[src/rtl/regfile_2r1w.sv]
// rtl/regfile_2r1w.sv - Two-read / one-write flip-flop register file with byte enables
//
// Purpose:
//   DEPTH x WIDTH register file built from flops. It has two independent
//   combinational read ports and one write port with byte enables. There is
//   also a synchronous clear and an asynchronous active-low reset.
//
// Optional feature (macro REGFILE_BYPASS_EN):
//   When REGFILE_BYPASS_EN is defined, each read port forwards the write in
//   flight. If the read address matches a valid write, the port returns the
//   merged word before the clock edge. If clr is high, the port returns zero.
//   When the macro is undefined, no forwarding logic is built and the ports
//   read storage only.
//
// Parameters:
//   WIDTH    - data bits per entry; must be a multiple of 8
//   DEPTH    - number of entries, 2..256
//   ZERO_REG - 1: entry 0 is hard-wired to zero and ignores writes
//
// Ports:
//   clk        in   clock; all state changes on the rising edge
//   reset_n    in   asynchronous active-low reset; clears all entries
//   clr        in   synchronous clear of all entries; has priority over we
//   we         in   write enable
//   wr_addr    in   [AW-1:0]      write address
//   wr_be      in   [WIDTH/8-1:0] byte enables; bit k covers bits 8k+7..8k
//   wr_data    in   [WIDTH-1:0]   write data
//   rd_addr0   in   [AW-1:0]      read address, port 0
//   rd_addr1   in   [AW-1:0]      read address, port 1
//   rd_data0   out  [WIDTH-1:0]   read data, port 0 (combinational)
//   rd_data1   out  [WIDTH-1:0]   read data, port 1 (combinational)

module regfile_2r1w #(
  parameter int  WIDTH    = 32,
  parameter int  DEPTH    = 8,
  parameter int  ZERO_REG = 0,
  localparam int AW       = $clog2(DEPTH)
) (
  input  logic               clk,
  input  logic               reset_n,
  input  logic               clr,
  input  logic               we,
  input  logic [AW-1:0]      wr_addr,
  input  logic [WIDTH/8-1:0] wr_be,
  input  logic [WIDTH-1:0]   wr_data,
  input  logic [AW-1:0]      rd_addr0,
  input  logic [AW-1:0]      rd_addr1,
  output logic [WIDTH-1:0]   rd_data0,
  output logic [WIDTH-1:0]   rd_data1
);

  localparam int          NB      = WIDTH / 8;
  // One extra bit so that DEPTH itself fits when DEPTH is a power of two.
  localparam logic [AW:0] DEPTH_W = (AW+1)'(DEPTH);

  logic [WIDTH-1:0] mem_q [DEPTH];
  logic [WIDTH-1:0] mem_d [DEPTH];

  logic             wr_in_range;
  logic             wr_valid;
  logic [WIDTH-1:0] wr_old;
  logic [WIDTH-1:0] wr_merged;
  logic [WIDTH-1:0] rd_raw0;
  logic [WIDTH-1:0] rd_raw1;

  // An address is usable when it is inside the array. With ZERO_REG set,
  // address 0 is not usable.
  function automatic logic addr_in_range(input logic [AW-1:0] a);
    return ({1'b0, a} < DEPTH_W);
  endfunction

  function automatic logic addr_ok(input logic [AW-1:0] a);
    return addr_in_range(a) && !((ZERO_REG != 0) && (a == '0));
  endfunction

  // ---------------------------------------------------------------------
  // Write path
  // ---------------------------------------------------------------------
  always_comb begin
    wr_in_range = addr_in_range(wr_addr);
    wr_valid    = we && !clr && addr_ok(wr_addr);
  end

  // The out-of-range guard keeps the index inside the array when DEPTH is
  // not a power of two. The merged value is not used in that case.
  always_comb begin
    wr_old = '0;
    if (wr_in_range) begin
      wr_old = mem_q[wr_addr];
    end
  end

  // Enabled bytes come from wr_data; the other bytes keep the stored value.
  // The forwarding path reuses this same word, so a forwarded read matches
  // what the entry will hold after the edge.
  always_comb begin
    wr_merged = wr_old;
    for (int k = 0; k < NB; k++) begin
      if (wr_be[k]) begin
        wr_merged[8*k +: 8] = wr_data[8*k +: 8];
      end
    end
  end

  always_comb begin
    for (int i = 0; i < DEPTH; i++) begin
      mem_d[i] = mem_q[i];
    end
    if (clr) begin
      for (int i = 0; i < DEPTH; i++) begin
        mem_d[i] = '0;
      end
    end else if (wr_valid) begin
      mem_d[wr_addr] = wr_merged;
    end
  end

  always_ff @(posedge clk or negedge reset_n) begin
    if (!reset_n) begin
      for (int i = 0; i < DEPTH; i++) begin
        mem_q[i] <= '0;
      end
    end else begin
      for (int i = 0; i < DEPTH; i++) begin
        mem_q[i] <= mem_d[i];
      end
    end
  end

  // ---------------------------------------------------------------------
  // Read path
  // ---------------------------------------------------------------------
  always_comb begin
    rd_raw0 = '0;
    if (addr_ok(rd_addr0)) begin
      rd_raw0 = mem_q[rd_addr0];
    end
  end

  always_comb begin
    rd_raw1 = '0;
    if (addr_ok(rd_addr1)) begin
      rd_raw1 = mem_q[rd_addr1];
    end
  end

`ifdef REGFILE_BYPASS_EN
  // Forwarding only applies to usable addresses. Out-of-range addresses
  // and the zero register still read 0, so the bypass is gated by addr_ok.
  // The outputs are also forced to 0 during reset, because an incoming
  // write would otherwise leak through the bypass.
  always_comb begin
    rd_data0 = '0;
    if (reset_n && addr_ok(rd_addr0)) begin
      if (clr) begin
        rd_data0 = '0;
      end else if (wr_valid && (rd_addr0 == wr_addr)) begin
        rd_data0 = wr_merged;
      end else begin
        rd_data0 = rd_raw0;
      end
    end
  end

  always_comb begin
    rd_data1 = '0;
    if (reset_n && addr_ok(rd_addr1)) begin
      if (clr) begin
        rd_data1 = '0;
      end else if (wr_valid && (rd_addr1 == wr_addr)) begin
        rd_data1 = wr_merged;
      end else begin
        rd_data1 = rd_raw1;
      end
    end
  end
`else
  // Storage is already zero while reset is held. The reset_n gate only
  // keeps the outputs explicitly zero during reset, which matches the
  // bypass build.
  always_comb begin
    rd_data0 = '0;
    if (reset_n) begin
      rd_data0 = rd_raw0;
    end
  end

  always_comb begin
    rd_data1 = '0;
    if (reset_n) begin
      rd_data1 = rd_raw1;
    end
  end
`endif

endmodule

[config.mk]
export PLATFORM = sky130hd
export DESIGN_NAME = regfile_2r1w
export DESIGN_NICKNAME = d
export VERILOG_FILES = /design/src/rtl/regfile_2r1w.sv
export SDC_FILE = /design/constraint.sdc
export NUM_CORES = 1
export LEC_CHECK = 0
export CORE_MARGIN = 2
export CORE_UTILIZATION = 35
export CTS_BUF_LIST = sky130_fd_sc_hd__clkbuf_8
export DETAILED_ROUTE_END_ITERATION = 12
export PLACE_DENSITY = 0.64
export SYNTH_ARGS = -nofsm -noshare
export SYNTH_HDL_FRONTEND = slang
export SYNTH_SLANG_ARGS = --single-unit
export TNS_END_PERCENT = 50
[constraint.sdc]
create_clock -name clk -period 6.38 [get_ports clk]
set_input_delay 1.595 -clock clk [delete_from_list [all_inputs] [get_ports clk]]
set_output_delay 1.595 -clock clk [all_outputs]
set_load 0.05 [all_outputs]
==> results.json <==
{
  "synth_most_common_cell": "dfrtp_1",
  "end_kind": "output port",
  "crit_family": "buffers and inverters",
  "drtPass1Iterations": 5,
  "globalRouteOverflowTotal": 0,
  "outcome": "finished, final reports clean",
  "fin_skew_ns": 0.0174,
  "cts.clk_slew.worst_paths_ns": 0.06,
  "hpwlAfterDp_um": 38200,
  "largestRegisters": "mem_q x256",
  "grt_pass1_vias": 14600,
  "hold-path-cell-count": 2,
  "post_synth_inst_count": 1493,
  "number_of_i_o_port_buffers": 112,
  "number_of_diodes_added_for_antenna_fixing": 0,
  "initial_utilization_pct": 35.4,
  "worst-endpoint-required_ns": 4.79,
  "viasPerCell": 6.40,
  "critical-path-max-stage-delay_ns": 0.72,
  "clock_tree_from_tritoncts": "done",
  "numCtsBuffers": 48,
  "finalWorstPathRequiredPeriod_ns": 5.63,
  "die-height_um": 224,
  "synth.cells.most_frequent": "256 x dfrtp_1, 188 x nand2_1, 137 x mux4_2",
  "grt_max_degree": 85,
  "worstHoldEndpoint": "mem_q[170]",
  "startpoint_of_the_lowest_slack_hold_path": "mem_q[170]",
  "cellPowerDensity_nw_per_um2": 200,
  "fin_worst_hold_slack_ns": 0.522,
  "routed_wire_length_per_instance_um": 26.9,
  "rsz0062_at_grt": "false",
  "timing.fmax_ghz": 0.178,
  "mappedNetlistNets": 1542,
  "synth-async-reset-ratio_pct": 100,
  "cts-htree-levels": 2,
  "design_area_um2": 19600,
  "place.detailed.instances": 2125,
  "final_weighted_congestion_in_routability_driven_placement": 0.870,
  "synth-edff-count": 0,
  "timing.max_cap.violations": 0,
  "drt.antenna.violating_nets": 0,
  "placedInstanceArea_um2": 18600,
  "synthToLayoutAreaGrowth_pct": 15.8,
  "largest_register_ffs": 256,
  "number_of_antenna_violations_at_the_first_check_in_global_routing": 1,
  "route.final.wire_length_um": 59300,
  "final_net_count": 1609,
  "synth_area_leader_cell": "dfrtp_1",
  "ff_latch_area_um2": 6410,
  "core_util_final_pct": 41.0,
  "timing.critical_path.buf_inv": 3,
  "layoutNonFillerInstCount": 2207,
  "area_share_of_the_largest_cell_type_after_synthesis_pct": 37.9,
  "worst-endpoint-arrival_ns": 4.03,
  "worst-r2r-setup-slack_ns": 4.69,
  "fin_crit_sh_pct": 88.2,
  "fin_setup_tns_ns": 0,
  "cts_resized": 0,
  "fin_ws_ns": 0.752,
  "boundaryPins": 113,
  "number_of_buffers_inserted_to_repair_setup_after_cts": 0,
  "total_leakage_power_nw": 7.78,
  "start_of_the_worst_register_to_register_path": "mem_q[223]",
  "power_mw": 3.90,
  "route.detailed.drc": 0,
  "clock_tree.buffer_depth": 3,
  "crit_fanout": 23,
  "final_layout_size_suffix_gt1_share_pct": 22.2,
  "ys_seq_elements": 256,
  "hold_path_class": "flop to flop",
  "die_area_um2": 50000,
  "synth_cell_types": 71,
  "post_synth_instance_area_um2": 16900,
  "chipWidth_um": 224,
  "slew_viol_final": 0,
  "synth.area.top_cells": "dfrtp_1 38%, mux4_2 18%, mux2i_1 6.5%, a32o_1 4.7%, nand2_1 4.2%",
  "worst_r2r_path_cells": 4,
  "global_route_wire_length_before_repair_um": 90800,
  "timing_worst_setup_path_type": "primary input to output port",
  "multi_input_comb_area_um2": 9730,
  "drt_iter0_markers": 1508,
  "area_inside_the_core_boundary_um2": 47600,
  "fill_cells": 4545,
  "grt_usage_pct": 23.8,
  "timing.max_slew.rel_slack_pct": 21.5,
  "number_of_warnings_issued_by_yosys": 0,
  "placementRows": 80,
  "largest-register": "mem_q",
  "crit_path_start_kind": "primary input",
  "dpl_worst_slack_ns": 0.758,
  "ys_dominant_reg_cell": "dfrtp_1",
  "cts_hold_buffers": 0,
  "cts-root-buf": "clkbuf_8",
  "cts.sinks": 256,
  "ir_worst_vdd_uv": 129,
  "finalHoldViolations": 0,
  "finalSetupViolations": 0,
  "worst_path_max_delay_cell": "clkdlybuf4s50_1",
  "post_synth.cell_area_avg_um2": 11.3,
  "yosysSeqAreaShare_pct": 37.9,
  "routed-via-count": 14100,
  "r2r-end": "mem_q[95]",
  "path_cells": "buf_4 -> buf_12 -> mux4_2 -> mux2i_1 -> nor2b_1 -> clkdlybuf4s50_1",
  "worst-slew-pin-transition_ns": 1.17,
  "latest_clock_arrival_within_the_worst_skew_pair_ns": 0.58
}
## where the power goes
group,internal [mW],switching (mW)
registers,1.65,0.0319
clock network,0.885,0.730
logic,0.214,0.386
total,2.75,1.15
## worst max-delay path by stage
stage,startpoint,endpoint,slack (ns),cells after the start
after floorplan,rd_addr0[1],rd_data0[10],1.53,5
after global placement,rd_addr0[0],rd_data0[0],0.77,6
after detailed placement,rd_addr0[0],rd_data0[4],0.76,6
after CTS,rd_addr0[0],rd_data0[4],0.76,6
after global routing,rd_addr0[0],rd_data0[0],0.65,6
final,rd_addr0[0],rd_data0[0],0.75,6
## layout make-up
cell class	count	area share (%)
Clock buffer	64	4.51
Clock inverter	18	0.371
Inverter	18	0.346
Multi-Input combinational cell	1069	49.8
Timing Repair Buffer	167	8.29
Tap cell	615	3.94
Sequential cell	256	32.8
## worst register-to-register path, cell delays in order, from the launching register on
cell     delay (ns)
dfrtp_1        0.41
mux2_2         0.28
a221o_1        0.33
o32ai_4        0.37
o21ai_0        0.14
## per-layer routing
metal	up-vias	wire length, µm	global-route usage [%]	part of all wire (%)
li1	5906	-	-	-
met1	7236	24100	32.7	41
met2	803	26700	36.7	45
met3	179	6240	5.48	11
met4	2	2300	9.20	3.9
met5	-	10	0	0.017
## layout by cell type (no fill, tap or decap), types with 6 or more instances in the layout
cell / Yosys / routed
o31a_1: 6 / 6
a211oi_1: 15 / 15
nand2_1: 188 / 188
or3_4: 11 / 11
nand3b_1: 29 / 29
nand3_1: 6 / 6
buf_12: 3 / 9
a21o_1: 8 / 8
buf_4: 8 / 49
inv_1: 16 / 30
o31ai_1: 12 / 12
o21ai_1: 54 / 54
clkbuf_8: 0 / 64
mux4_2: 137 / 137
dfrtp_1: 256 / 256
mux2_2: 22 / 22
a31oi_1: 10 / 7
o21ai_0: 72 / 72
nand2b_1: 23 / 23
mux2i_1: 110 / 110
nor2b_1: 75 / 74
clkdlybuf4s50_1: 0 / 102
a32o_1: 79 / 79
a221oi_1: 6 / 6
a22o_1: 50 / 50
nor2_1: 28 / 26
a21oi_1: 33 / 31
o31ai_2: 8 / 8
nor4_1: 11 / 11
## kinds of logic after synthesis
kind of cell | synth area share [%]
DFF | 37.9
AOI/OAI and AO/OA | 17.7
muxes | 26.4
buffers and inverters | 5.25
and+or+nand+nor | 12.6
(Power assumes the default switching activity.)
